==> config.mk <==
export PLATFORM = sky130hd
export DESIGN_NAME = mvm_fifo_loader
export DESIGN_NICKNAME = d
export VERILOG_FILES = /design/src/rtl/mvm_fifo_loader.sv
export SDC_FILE = /design/constraint.sdc
export NUM_CORES = 1
export LEC_CHECK = 0
export CAP_MARGIN = 0
export CORE_ASPECT_RATIO = 0.9
export CORE_MARGIN = 5
export CORE_UTILIZATION = 35
export CTS_CLUSTER_DIAMETER = 120
export DETAILED_ROUTE_END_ITERATION = 12
export GPL_TIMING_DRIVEN = 0
export HOLD_SLACK_MARGIN = 0.06
export PLACE_DENSITY = 0.66
export SKIP_LAST_GASP = 1
export SYNTH_ARGS = -nofsm -noshare
export SYNTH_HDL_FRONTEND = slang
export SYNTH_SLANG_ARGS = --single-unit
==> constraint.sdc <==
create_clock -name clk -period 2.1 [get_ports clk]
set_clock_uncertainty 0.15 [all_clocks]
set_input_delay 0.42 -clock clk [delete_from_list [all_inputs] [get_ports clk]]
set_output_delay 0.42 -clock clk [all_outputs]
set_load 0.005 [all_outputs]
==> src/rtl/mvm_fifo_loader.sv <==
// Loads matrix A rows and vector B from memory into the MAC array's per-row input FIFOs.
// Optional read-response watchdog: define MVM_LOADER_TIMEOUT_EN.
module mvm_fifo_loader #(
  parameter int DATA_WIDTH = 8,
  parameter int LANES = 8,
  parameter int ROWS = 8,
  parameter int ADDR_WIDTH = 32,
  parameter logic [ADDR_WIDTH-1:0] BASE_ADDR = '0,
  parameter int TIMEOUT = 255
) (
  input  logic                          clk,
  input  logic                          rst_n,
  input  logic                          start,
  output logic                          busy,
  output logic                          done,
  output logic                          err,
  output logic [ADDR_WIDTH-1:0]         mem_address,
  output logic                          mem_read,
  input  logic [DATA_WIDTH*LANES-1:0]   mem_readdata,
  input  logic                          mem_readdatavalid,
  input  logic                          mem_waitrequest,
  output logic [ROWS:0]                 fifo_wren,
  output logic [DATA_WIDTH-1:0]         fifo_wdata,
  input  logic [ROWS:0]                 fifo_full
);

  localparam int IDX_W  = $clog2(ROWS + 1);
  localparam int LANE_W = (LANES > 1) ? $clog2(LANES) : 1;

  if (TIMEOUT < 1) begin : g_bad_timeout
    $error("mvm_fifo_loader: TIMEOUT must be at least 1");
  end

  typedef enum logic [2:0] {IDLE, REQ, WAIT, PUSH, DONE} state_t;

  state_t                        state;
  logic [IDX_W-1:0]              idx;
  logic [IDX_W-1:0]              idx_next;
  logic [LANE_W-1:0]             lane;
  logic [DATA_WIDTH*LANES-1:0]   word;
  logic                          push_ok;

`ifdef MVM_LOADER_TIMEOUT_EN
  localparam int CNT_W = $clog2(TIMEOUT + 1);
  logic [CNT_W-1:0] wait_cnt;
  logic             err_q;
  assign err = err_q;
`else
  assign err = 1'b0;
`endif

  assign idx_next = idx + IDX_W'(1);
  assign push_ok  = (state == PUSH) && !fifo_full[idx];

  // Only the FIFO of the current word is ever enabled; a full flag simply
  // withholds the write so the lane counter holds and nothing is lost.
  always_comb begin
    fifo_wren = '0;
    if (push_ok) fifo_wren[idx] = 1'b1;
  end

  always_comb begin
    fifo_wdata = '0;
    if (state == PUSH) fifo_wdata = word[int'(lane)*DATA_WIDTH +: DATA_WIDTH];
  end

  always_ff @(posedge clk or negedge rst_n) begin
    if (!rst_n) begin
      state       <= IDLE;
      idx         <= '0;
      lane        <= '0;
      word        <= '0;
      mem_read    <= 1'b0;
      mem_address <= '0;
      busy        <= 1'b0;
      done        <= 1'b0;
`ifdef MVM_LOADER_TIMEOUT_EN
      wait_cnt    <= '0;
      err_q       <= 1'b0;
`endif
    end else begin
      done <= 1'b0;
      unique case (state)
        IDLE: begin
          if (start) begin
            state       <= REQ;
            idx         <= '0;
            lane        <= '0;
            busy        <= 1'b1;
            mem_read    <= 1'b1;
            mem_address <= BASE_ADDR;
`ifdef MVM_LOADER_TIMEOUT_EN
            err_q       <= 1'b0;
`endif
          end
        end

        // Address and read stay registered until the memory lets go of waitrequest.
        REQ: begin
          if (!mem_waitrequest) begin
            mem_read <= 1'b0;
            state    <= WAIT;
`ifdef MVM_LOADER_TIMEOUT_EN
            wait_cnt <= '0;
`endif
          end
        end

        WAIT: begin
          if (mem_readdatavalid) begin
            word  <= mem_readdata;
            lane  <= '0;
            state <= PUSH;
          end
`ifdef MVM_LOADER_TIMEOUT_EN
          else if (wait_cnt == CNT_W'(TIMEOUT - 1)) begin
            err_q <= 1'b1;
            busy  <= 1'b0;
            state <= IDLE;
          end else begin
            wait_cnt <= wait_cnt + CNT_W'(1);
          end
`endif
        end

        PUSH: begin
          if (!fifo_full[idx]) begin
            if (lane == LANE_W'(LANES - 1)) begin
              lane <= '0;
              if (idx == IDX_W'(ROWS)) begin
                state <= DONE;
                busy  <= 1'b0;
                done  <= 1'b1;
              end else begin
                idx         <= idx_next;
                state       <= REQ;
                mem_read    <= 1'b1;
                mem_address <= BASE_ADDR + ADDR_WIDTH'(idx_next);
              end
            end else begin
              lane <= lane + LANE_W'(1);
            end
          end
        end

        DONE: state <= IDLE;

        default: state <= IDLE;
      endcase
    end
  end

endmodule

==> out/metrics.cfg <==
[placed_design]
dp_hpwl_um=7776
preCtsSetupSlack_ns=-1.007
dp_cells=606
numPortBuffers=101
place.gp.congestion=0.8289

[clock_network]
cts_tree=done
clockBufferDepth=2
cts-root-buf=clkbuf_16
cts.reportedPaths.clkPinSlew_ns=0.06
htree_levels=3
clock_latency_ns=0.33
cts_made_buffers=9
cts_sinks=77

[worst_setup_path]
crit_path_max_fanout=7
cp.arrival_ns=2.20
cpMaxStageDelayCell=clkdlybuf4s50_1
required_ns=1.53
cp.buffers_inverters=4
worstSetupStartpointType=primary input
cp_top_family=buffers and inverters
crit_chain=clkdlybuf4s50_1 -> mux2_4 -> a211o_1 -> o32ai_2 -> buf_4 -> buf_6 -> and4b_1 -> buf_2
crit_path_end_kind=output pin
cpPeakStageDelay_ns=0.40
critPathKind=primary input to output pin

[power_and_ir_drop]
p_leak_nw=2.779
ir_drop_mv=0.7140
powerDensity_nw_per_um2=1342
p_total_mw=8.170

[cells_and_area]
num-fill-cells=1045
instances_no_fill=650
area_delta_synth_final_pct=47.48
antenna_cells=0
final_util_pct=53.04
finalNetCount=573
drive_gt1_share_pct=43.52

[detailed_routing]
drcViolationCount=0
vias_per_cell=4.680
antenna_left=0
wl_um=10530
drt_iter0_drc=138
via_count=3042
routedWlPerCell_um=16.19
drt_pre_antenna_iters=4

[run_status]
status=finished with violations
violations=setup timing

[die]
initial_core_util_pct=35.96
core-area_um2=11480
dieArea_um2=14070
die_h_um=113.0
io_pins=131
rows=37
die_w_um=124.5

[timing]
fin_ws_ns=-0.6676
fin_crit_sh_pct=131.8
rsz0062_at_grt=yes
fmax_mhz=361.3
fin_worst_hold_slack_ns=0.3535
setup_viol=24
slew_viol_final=0
min_period_ns=2.768
hold_viol_final=0

[global_route]
grt_overflow=0
grt_util_all_layers_pct=15.25
grt_pass1_wl_um=17130
grt_pass1_vias=3327
antenna_found_initial=0
grt_max_degree=43

[logic_synthesis]
synth_top_area_share_pct=46.67
synth-seq-cells=77
ys_seq_area_share_pct=46.67
netlist.top_cell.by_area=dfrtp_1
syn_inst=320
synth_warnings=0
netlist_top_cells_count=dfrtp_1 (77), mux2_2 (65), buf_4 (30)
synth_edf_count=0
synth.most_common_cell=dfrtp_1
syn_area_um2=4129
ys_types=44
synthFlopType=dfrtp_1
synth-async-reset-ratio_pct=100.0
synthTopCellsByArea=dfrtp_1 (47%), mux2_2 (18%), mux4_2 (8.7%)
syn_avg_cell_area_um2=12.90

[min_path]
hold_class=flop to flop

[job]
maxCapViolations=0

==> flip-flops by register name, indices dropped and copies added (netlist names) <==
signal / cells
busy: 1
done: 1
word: 64
mem_read: 1
state: 3
lane: 3
mem_address: 4
==> path summary, 6_finish.rpt <==
check | endpoint | startpoint | slack, ns | depth (start not counted)
worst max register to register | lane[2] | mem_address[0] | -0.29 | 10
worst max-delay path | fifo_wren[4] | fifo_full[1] | -0.67 | 8
max in group asynchronous | state[2] | rst_n | 0.77 | 3
min in group asynchronous | word[49] | rst_n | 0.44 | 2
worst min-delay path | word[54] | word[54] | 0.35 | 1
worst min register to register | word[54] | word[54] | 0.35 | 1
==> through the flow <==
step,setup TNS (ns),cell area [µm²]
2_1_floorplan,-1.110,4237
3_3_place_gp,-210.60,5443
3_5_place_dp,-36.60,5460
4_1_cts,-10.66,5987
5_1_grt,-11.49,6090
6_report,-9.584,6090
==> logic make-up (layout without fill, tap and decap cells) <==
logic type,Yosys count,count (layout),share of synthesized area (%)
adder cells (fa/ha/maj),6,6,1.818
other,1,29,0.09082
AND/OR/NAND/NOR,52,52,6.969
buffers and inverters,53,199,8.152
AO/OA/AOI/OAI,37,37,6.576
multiplexers,94,94,29.73
flip-flops,77,77,46.67
==> metal layers <==
metal	track usage, %	part of all wire (%)
met1	19.54	44
met2	24.86	47
met3	5.852	8.7
met4	3.141	0.76
met5	0	0
==> cell usage in the layout (no fill, tap or decap), types with 12 or more instances in the layout <==
master           count
buf_2               17
buf_4               54
clkdlybuf4s50_1     82
mux4_2              16
buf_6               12
dfrtp_1             75
mux2i_1             12
mux2_2              65
conb_1              29
nor2_1              17
==> where the power goes <==
group | switching, mW | leakage (nW) | total, mW | internal [mW]
Combinational | 1.67 | 1.69 | 4.15 | 2.49
Clock | 0.618 | 0.139 | 1.49 | 0.875
Sequential | 0.373 | 0.952 | 2.52 | 2.15
==> layout make-up <==
type | count | area (µm²) | area share (%)
clock inverter | 5 | 41.29 | 0.6780
sequential | 77 | 1929 | 31.68
inverter | 5 | 21.27 | 0.3493
clock buffer | 11 | 252.7 | 4.150
timing repair buffer | 132 | 1256 | 20.63
tap | 156 | 195.2 | 3.205
multi-input combinational | 218 | 2049 | 33.66
buffer | 46 | 344.1 | 5.650
==> timing repair <==
item	4_1_cts	5_1_grt
hold buffers	1	0
endpoints found under the hold margin	35	0
pin swaps	12	12
gates resized for setup	100	24
buffers inserted	21	8
setup endpoints to repair	63	82
cloned	0	0
(Power assumes the default switching activity.)
